$ cat src/rtl/spi_peripheral_if.sv
// Serial pins plus the parallel word side of the SPI mode-0 target.
// The slave modport is the peripheral's view; master is the initiator/host view.
interface spi_peripheral_if #(
    parameter int FRAME_WIDTH = 24
);
    logic                   sck;
    logic                   cs;
    logic                   sdi;
    logic                   sdo;
    logic                   sdo_en;
    logic [FRAME_WIDTH-1:0] tx_data;
    logic [FRAME_WIDTH-1:0] rx_data;
    logic                   rx_valid;
    logic                   frame_err;

    modport slave (
        input  sck, cs, sdi, tx_data,
        output sdo, sdo_en, rx_data, rx_valid, frame_err
    );

    modport master (
        output sck, cs, sdi, tx_data,
        input  sdo, sdo_en, rx_data, rx_valid, frame_err
    );
endinterface

$ cat src/rtl/spi_peripheral.sv
// SPI mode-0 target: oversamples sck/cs/sdi in the clk domain, shifts a word in
// MSB-first on sck rising edges and a preloaded word out on sdo, flags short frames.
module spi_peripheral #(
    parameter int FRAME_WIDTH = 24,
    parameter int SYNC_STAGES = 2
) (
    input  logic              clk,
    input  logic              nrst,
    spi_peripheral_if.slave   bus
);
    localparam int CW = $clog2(FRAME_WIDTH + 1);

    typedef enum logic [1:0] {IDLE, ACTIVE, DONE} state_t;

    logic [SYNC_STAGES-1:0] sck_sync, cs_sync, sdi_sync;
    logic                   sck_q, cs_q;
    logic                   sck_s, cs_s, sdi_s;
    logic                   sck_rise, sck_fall, cs_fall, cs_rise;

    state_t                 state, next_state;
    logic [CW-1:0]          count;
    logic [FRAME_WIDTH-1:0] tx_shift, rx_shift, rx_word;
    logic                   rx_valid_q, frame_err_q;
    logic                   load, rx_step, tx_step, complete, abort;

    // The cs chain clears to 0 as well, so cs held low across reset release
    // never looks like a falling edge and a partial frame is never entered.
    always_ff @(posedge clk or negedge nrst) begin
        if (!nrst) begin
            sck_sync <= '0;
            cs_sync  <= '0;
            sdi_sync <= '0;
            sck_q    <= 1'b0;
            cs_q     <= 1'b0;
        end else begin
            // NOTE: non-blocking assignments make every flop sample the pre-edge
            // value, which is what turns this chain into real synchronizer stages.
            sck_sync <= {sck_sync[SYNC_STAGES-2:0], bus.sck};
            cs_sync  <= {cs_sync[SYNC_STAGES-2:0], bus.cs};
            sdi_sync <= {sdi_sync[SYNC_STAGES-2:0], bus.sdi};
            sck_q    <= sck_s;
            cs_q     <= cs_s;
        end
    end

    assign sck_s    = sck_sync[SYNC_STAGES-1];
    assign cs_s     = cs_sync[SYNC_STAGES-1];
    assign sdi_s    = sdi_sync[SYNC_STAGES-1];
    assign sck_rise = sck_s & ~sck_q;
    assign sck_fall = ~sck_s & sck_q;
    assign cs_fall  = ~cs_s & cs_q;
    assign cs_rise  = cs_s & ~cs_q;

    always_ff @(posedge clk or negedge nrst) begin
        if (!nrst) state <= IDLE;
        else       state <= next_state;
    end

    always_comb begin
        // NOTE: every output of this block gets a default first, so no path
        // through the case statement can leave one unassigned and infer a latch.
        next_state = state;
        load       = 1'b0;
        rx_step    = 1'b0;
        tx_step    = 1'b0;
        complete   = 1'b0;
        abort      = 1'b0;
        case (state)
            IDLE: begin
                if (cs_fall) begin
                    load       = 1'b1;
                    next_state = ACTIVE;
                end
            end
            ACTIVE: begin
                if (count == CW'(FRAME_WIDTH)) begin
                    complete   = 1'b1;
                    next_state = cs_rise ? IDLE : DONE;
                end else if (cs_rise) begin
                    // cs_rise wins over any sck edge seen in the same cycle
                    abort      = 1'b1;
                    next_state = IDLE;
                end else begin
                    rx_step = sck_rise;
                    tx_step = sck_fall && (count != '0);
                end
            end
            DONE: begin
                if (cs_rise) next_state = IDLE;
            end
            default: next_state = IDLE;
        endcase
    end

    // The count stops at FRAME_WIDTH because rx_step is never raised once full.
    always_ff @(posedge clk or negedge nrst) begin
        if (!nrst) begin
            count       <= '0;
            tx_shift    <= '0;
            rx_shift    <= '0;
            rx_word     <= '0;
            rx_valid_q  <= 1'b0;
            frame_err_q <= 1'b0;
        end else begin
            rx_valid_q  <= complete;
            frame_err_q <= abort;
            if (complete) rx_word <= rx_shift;
            if (load) begin
                tx_shift <= bus.tx_data;
                rx_shift <= '0;
                count    <= '0;
            end
            if (rx_step) begin
                rx_shift <= {rx_shift[FRAME_WIDTH-2:0], sdi_s};
                count    <= count + CW'(1);
            end
            if (tx_step) tx_shift <= {tx_shift[FRAME_WIDTH-2:0], 1'b0};
        end
    end

    assign bus.sdo       = (state == ACTIVE) & tx_shift[FRAME_WIDTH-1];
    assign bus.sdo_en    = (state != IDLE);
    assign bus.rx_data   = rx_word;
    assign bus.rx_valid  = rx_valid_q;
    assign bus.frame_err = frame_err_q;
endmodule

$ cat src/flat_wrapper.sv
// flat-port wrapper written by rule: the top's interface ports become plain ports
module spi_peripheral_flat 
#(
    parameter int FRAME_WIDTH = 24,
    parameter int SYNC_STAGES = 2
)
  (clk, nrst, bus_sck, bus_cs, bus_sdi, bus_tx_data, bus_sdo, bus_sdo_en, bus_rx_data, bus_rx_valid, bus_frame_err);
  spi_peripheral_if #(.FRAME_WIDTH(FRAME_WIDTH)) bus_i ();
  input  logic clk;
  input  logic nrst;
  input wire logic [$bits(bus_i.sck)-1:0] bus_sck;
  input wire logic [$bits(bus_i.cs)-1:0] bus_cs;
  input wire logic [$bits(bus_i.sdi)-1:0] bus_sdi;
  input wire logic [$bits(bus_i.tx_data)-1:0] bus_tx_data;
  output wire logic [$bits(bus_i.sdo)-1:0] bus_sdo;
  output wire logic [$bits(bus_i.sdo_en)-1:0] bus_sdo_en;
  output wire logic [$bits(bus_i.rx_data)-1:0] bus_rx_data;
  output wire logic [$bits(bus_i.rx_valid)-1:0] bus_rx_valid;
  output wire logic [$bits(bus_i.frame_err)-1:0] bus_frame_err;
  assign bus_i.sck = bus_sck;
  assign bus_i.cs = bus_cs;
  assign bus_i.sdi = bus_sdi;
  assign bus_i.tx_data = bus_tx_data;
  assign bus_sdo = bus_i.sdo;
  assign bus_sdo_en = bus_i.sdo_en;
  assign bus_rx_data = bus_i.rx_data;
  assign bus_rx_valid = bus_i.rx_valid;
  assign bus_frame_err = bus_i.frame_err;
  spi_peripheral #(.FRAME_WIDTH(FRAME_WIDTH), .SYNC_STAGES(SYNC_STAGES)) u_core (.clk(clk), .nrst(nrst), .bus(bus_i));
endmodule
$ cat config.mk
export PLATFORM = sky130hd
export DESIGN_NAME = spi_peripheral_flat
export DESIGN_NICKNAME = d
export VERILOG_FILES = /design/src/rtl/spi_peripheral_if.sv /design/src/rtl/spi_peripheral.sv /design/src/flat_wrapper.sv
export SDC_FILE = /design/constraint.sdc
export NUM_CORES = 1
export LEC_CHECK = 0
export CAP_MARGIN = 20
export CORE_MARGIN = 5
export CORE_UTILIZATION = 48
export DETAILED_ROUTE_END_ITERATION = 6
export PLACE_DENSITY = 0.78
export SYNTH_ARGS = -nofsm -noshare
export SYNTH_HDL_FRONTEND = slang
export SYNTH_SLANG_ARGS = --single-unit
$ cat constraint.sdc
create_clock -name clk -period 2 [get_ports clk]
set_clock_uncertainty 0.05 [all_clocks]
set_input_delay 0.4 -clock clk [delete_from_list [all_inputs] [get_ports clk]]
set_output_delay 0.4 -clock clk [all_outputs]
set_load 0.02 [all_outputs]
# Word-level counts from Yosys, hierarchy flattened
# Cells that the tools add are included.
[op_classes]
addsub = 1
n_eq_ne = 4
n_mux = 24
bitwise = 9
n_reduce_logical = 6
[ops]
columns = ["op", "n"]
rows = [
  ["$mux W24", 4],
  ["$mux W1", 13],
  ["$mux W5", 2],
  ["$mux W2", 4],
  ["$pmux W2 S3", 1],
  ["$reduce_bool A2 Y1", 3],
  ["$add A5 B1 Y5 const B", 1],
  ["$and A1 B1 Y1", 5],
  ["$eq A5 B5 Y1 const B", 1],
  ["$reduce_bool A5 Y1", 1],
  ["$not A1 Y1", 4],
  ["$eq A2 B1 Y1 const B", 1],
  ["$eq A2 B2 Y1 const B", 1],
  ["$logic_not A2 Y1", 1],
  ["$ne A2 B1 Y1 const B", 1],
  ["$logic_and A1 B1 Y1", 1],
]
[totals]
regBits = 89
output_inout_bits = 28
wordCells = 56

# Logic depth before layout (Yosys ltp)
[depth]
ltp_word = 7
mapped_depth = 8
ltp_nobuf = 6

# Least setup slack after synthesis
# Ideal clock, no wire load.
[synth_timing]
path_type = "reg-to-reg"
from = "register u_core.count[0]"
to = "register u_core.tx_shift[10]"
setup_ps = 125
t_arrival_ps = 1892
t_required_ps = 1825
path_slack_ps = -67
stages_incl_launch_ff = 9
n_path_buf = 2
period_less_slack_ps = 2067
cell_sequence = "dfrtp_1 -> inv_1 -> ha_1 -> nand4b_4 -> nand3_2 -> or4b_4 -> buf_6 -> buf_12 -> mux2_4"
[synth_via]
elab_chain_cells = 6
[synth_rtl]
columns = ["element", "line_no", "rtl"]
rows = [
  ["start, declared", "spi_peripheral.sv:21", "logic [CW-1:0] count;"],
  ["start signal, assigned", "spi_peripheral.sv:115", "count <= count + CW'(1);"],
  ["$reduce_bool A5 Y1", "spi_peripheral.sv:85", "tx_step = sck_fall && (count != '0);"],
  ["$logic_and A1 B1 Y1", "spi_peripheral.sv:85", ""],
  ["$mux W1", "spi_peripheral.sv:79", "end else if (cs_rise) begin"],
  ["$mux W1 (*)", "spi_peripheral.sv:76", "if (count == CW'(FRAME_WIDTH)) begin"],
  ["$mux W1 (*)", "spi_peripheral.sv:68", "case (state)"],
  ["$mux W24 / $reduce_bool A2 Y1 (equally long branches)", "--", ""],
  ["end signal, assigned", "spi_peripheral.sv:109", "tx_shift <= bus.tx_data;"],
  ["end signal, assigned", "spi_peripheral.sv:117", "if (tx_step) tx_shift <= {tx_shift[FRAME_WIDTH-2:0], 1'b0};"],
  ["end, declared", "spi_peripheral.sv:22", "logic [FRAME_WIDTH-1:0] tx_shift, rx_shift, rx_word;"],
]
# Mark *: on every way between the ends. The rest lies on a longest branch, timed or not.
# A chain may end at the register's enable or synchronous reset.

# Final worst setup path
[layout_timing]
from = "register u_core.count[1]"
to = "register u_core.tx_shift[17]"
# Same word-level chain as after synthesis.

==> qor.csv <==
stage,metric,value,unit
final_layout,layout-drive-gt1-share,23.1,%
place,io_buffers,56,
yosys,synth_warnings,0,
final_layout,synthToLayoutAreaGrowth,28.0,%
power,p_leak,2.36,nW
cts,root_buffer,clkbuf_8,
die,ioPinCount,57,
critical_path,endpoint_kind,flip-flop,
critical_path,arrival,2.20,ns
sta,fin_crit,2.02,ns
cts,path_clk_slew,0.09,ns
die,die_h,99.1,um
critical_path,cp_max_fo,12,
place,place_ws,0.0235,ns
power,ir_drop,0.465,mV
yosys,synth-main-ff-cell,dfrtp_1,
sta,slew_headroom,66.2,%
cts,htree_num_levels,3,
sta,finalMaxSlewViolations,0,
yosys,netlist_top_cells_area,"dfrtp_1 58%, nand2_1 13%, mux2_2 8.3%",
cts,cts_buffers,9,
sta,worst-slew-pin-transition,0.506,ns
sta,setup_violations,10,
global_route,antenna_found_initial,0,
sta,finalCritPeriodShare,101,%
yosys,syn-num-nets,370,
die,die_w,99.1,um
global_route,grt_pass1_wl,12.7,mm
yosys,ys_ff_latch,89,
critical_path,r2r_slack,-0.02,ns
hold_path,hp-start,u_core.sdi_sync[0]$_DFF_PN0_,
global_route,grt_pass1_vias,2678,
critical_path,start_kind,flip-flop,
cts,cts_tree,built,
global_route,grt_use_met3,5.68,%
sta,fmax,0.496,GHz
yosys,netlist_area,0.00381,sq mm
place,dp_hpwl,4.77,mm
power,p_per_area,891,mW/mm^2
route,drc,0,
route,drt.antenna.violating_nets,0,
sta,hold-worst-slack,0.302,ns
yosys,async_reset_ff_share,100,%
sta,final_hold_viol_count,0,
sta,tns,-0.0887,ns
global_route,grt_busiest_layer,met2,
cts,clock_path_buffers,2,
hold_path,holdPathEnd,u_core.sdi_sync[1]$_DFF_PN0_,
cts,clkSinkCount,89,
critical_path,path_class,reg -> reg,
power,total_power,4.35,mW
critical_path,crit_required,2.18,ns
route,via_count,2566,
final_layout,diodes,0,
outcome,status,"complete, but fails checks",
yosys,ys_types,33,
cts,clk_latency,0.34,ns
route,wirelength,7.57,mm
critical_path,ff2ff_path_depth,7,
yosys,synth_largest_area_cell,dfrtp_1,
die,coreArea,0.00773,sq mm
yosys,ys_seq_area_share,58.4,%
route,routed_via_density,5.00,
yosys,synth_edf_count,0,
die,rows,32,
route,drt-initial-drc-count,84,
yosys,syn_inst,339,
critical_path,timing.rr.start,u_core.count[1]$_DFFE_PN0P_,
run,max-cap-violations,0,
sta,grt_setup_unrepaired,true,
final_layout,design_area,0.00488,sq mm
hold_path,hold_path.class,reg -> reg,
critical_path,r2r_end,u_core.tx_shift[17]$_DFFE_PN0P_,
route,wl_per_cell,14.8,um
die,design.die.area,0.00983,sq mm
outcome,violations,negative setup slack,
sta,setup_slack,-0.0157,ns
yosys,synth_common_cells,"129 x nand2_1, 89 x dfrtp_1, 28 x mux2_2, 27 x o21ai_0, 19 x mux2_4",
global_route,gr-usage-met1,20.0,%
die,start_util,49.4,%
hold_path,whs_path_depth,0,
route,first_pass_iters,4,
global_route,grt_util_met2,26.1,%
place,gp_congestion,0.771,
final_layout,nNetsFinal,437,
global_route,gr-total-overflow,0,
yosys,synth.most_common_cell,nand2_1,
yosys,synth_top_area_share,58.4,%
place,placed_area,0.00457,sq mm
global_route,grt_max_degree,58,
global_route,grtUsageTotal,15.8,%
yosys,avgSynthCellArea,11.2,sq um
## sequential cells by signal, indices dropped and copies added, names as in the netlist
register              flops
u_core.rx_shift          24
u_core.cs_q               1
u_core.count              5
u_core.sdi_sync           2
u_core.tx_shift          24
u_core.bus.rx_valid       1
u_core.state              2
u_core.sck_sync           2
u_core.bus.rx_data       24
u_core.sck_q              1
u_core.cs_sync            2
u_core.bus.frame_err      1
## stage by stage
| stage | cells | utilization, % |
|---|---|---|
| 2_1_floorplan | 339 | - |
| 3_3_place_gp | 492 | 59.1 |
| 3_5_place_dp | 492 | 59.1 |
| 4_1_cts | 509 | 62.0 |
| 5_1_grt | 513 | 63.2 |
| 6_report | 513 | 63.2 |
## report_power, final
part / switching, mW / leakage [nW] / internal (mW)
Sequential: 0.147 / 1.18 / 2.03
Combinational: 0.375 / 1.07 / 0.517
Clock: 0.627 / 0.110 / 0.655
## worst max-delay path, stage by stage, from the launching register on
cell       delay [ns]
dfrtp_1          0.39
inv_2            0.07
ha_4             0.17
nand4b_4         0.09
nand3_2          0.07
or4b_4           0.55
clkbuf_16        0.21
mux2_4           0.30
## worst max path at each step
stage,startpoint,end,slack [ns],cells past startpoint
floorplan,u_core.count[0]$_DFFE_PN0P_,u_core.tx_shift[10]$_DFFE_PN0P_,-0.006,8
global placement,u_core.count[1]$_DFFE_PN0P_,u_core.tx_shift[19]$_DFFE_PN0P_,0.06,6
detailed placement,u_core.count[1]$_DFFE_PN0P_,u_core.tx_shift[16]$_DFFE_PN0P_,0.02,6
CTS,u_core.count[1]$_DFFE_PN0P_,u_core.tx_shift[16]$_DFFE_PN0P_,0.002,6
global route,u_core.count[1]$_DFFE_PN0P_,u_core.tx_shift[15]$_DFFE_PN0P_,-0.07,7
finish,u_core.count[1]$_DFFE_PN0P_,u_core.tx_shift[17]$_DFFE_PN0P_,-0.02,7
## cells in the final DEF (no fill, tap or decap), types with 5 or more instances in the layout
master           instances
buf_4                   12
dfrtp_1                 88
mux2_2                  28
nand2_1                129
buf_12                   5
clkdlybuf4s50_1         53
clkbuf_8                11
mux2_4                  19
o21ai_0                 27
## layer usage
metal	part of all wire, %	routed length, um
met1	44	3330
met2	49	3690
met3	6.4	486
met4	0.78	59
met5	0	0
## repair_timing
action / CTS / global route
setup endpoints to repair: 2 / 29
gates resized for setup: 2 / 6
pin swaps: 0 / 0
endpoints found under the hold margin: 36 / 0
hold buffers: 1 / 0
gates cloned: 0 / 2
buffers inserted: 0 / 2
## logic make-up after synthesis
logic type	share of synthesized area [%]
AND/OR/NAND/NOR	16.9
flip-flops	58.4
multiplexers	16.0
AO/OA/AOI/OAI	4.13
buffers and inverters	3.25
XOR/XNOR	0.689
adder cells (fa/ha/maj)	0.656
## layout make-up
cell class                      instances  area (sq um)
Inverter                                2          7.51
Timing Repair Buffer                   75           800
Fill cell                             598          2850
Sequential cell                        89          2230
Clock buffer                           11           151
Clock inverter                          5          61.3
Tap cell                              102           128
Multi-Input combinational cell        229          1510
(Power assumes the default switching activity.)
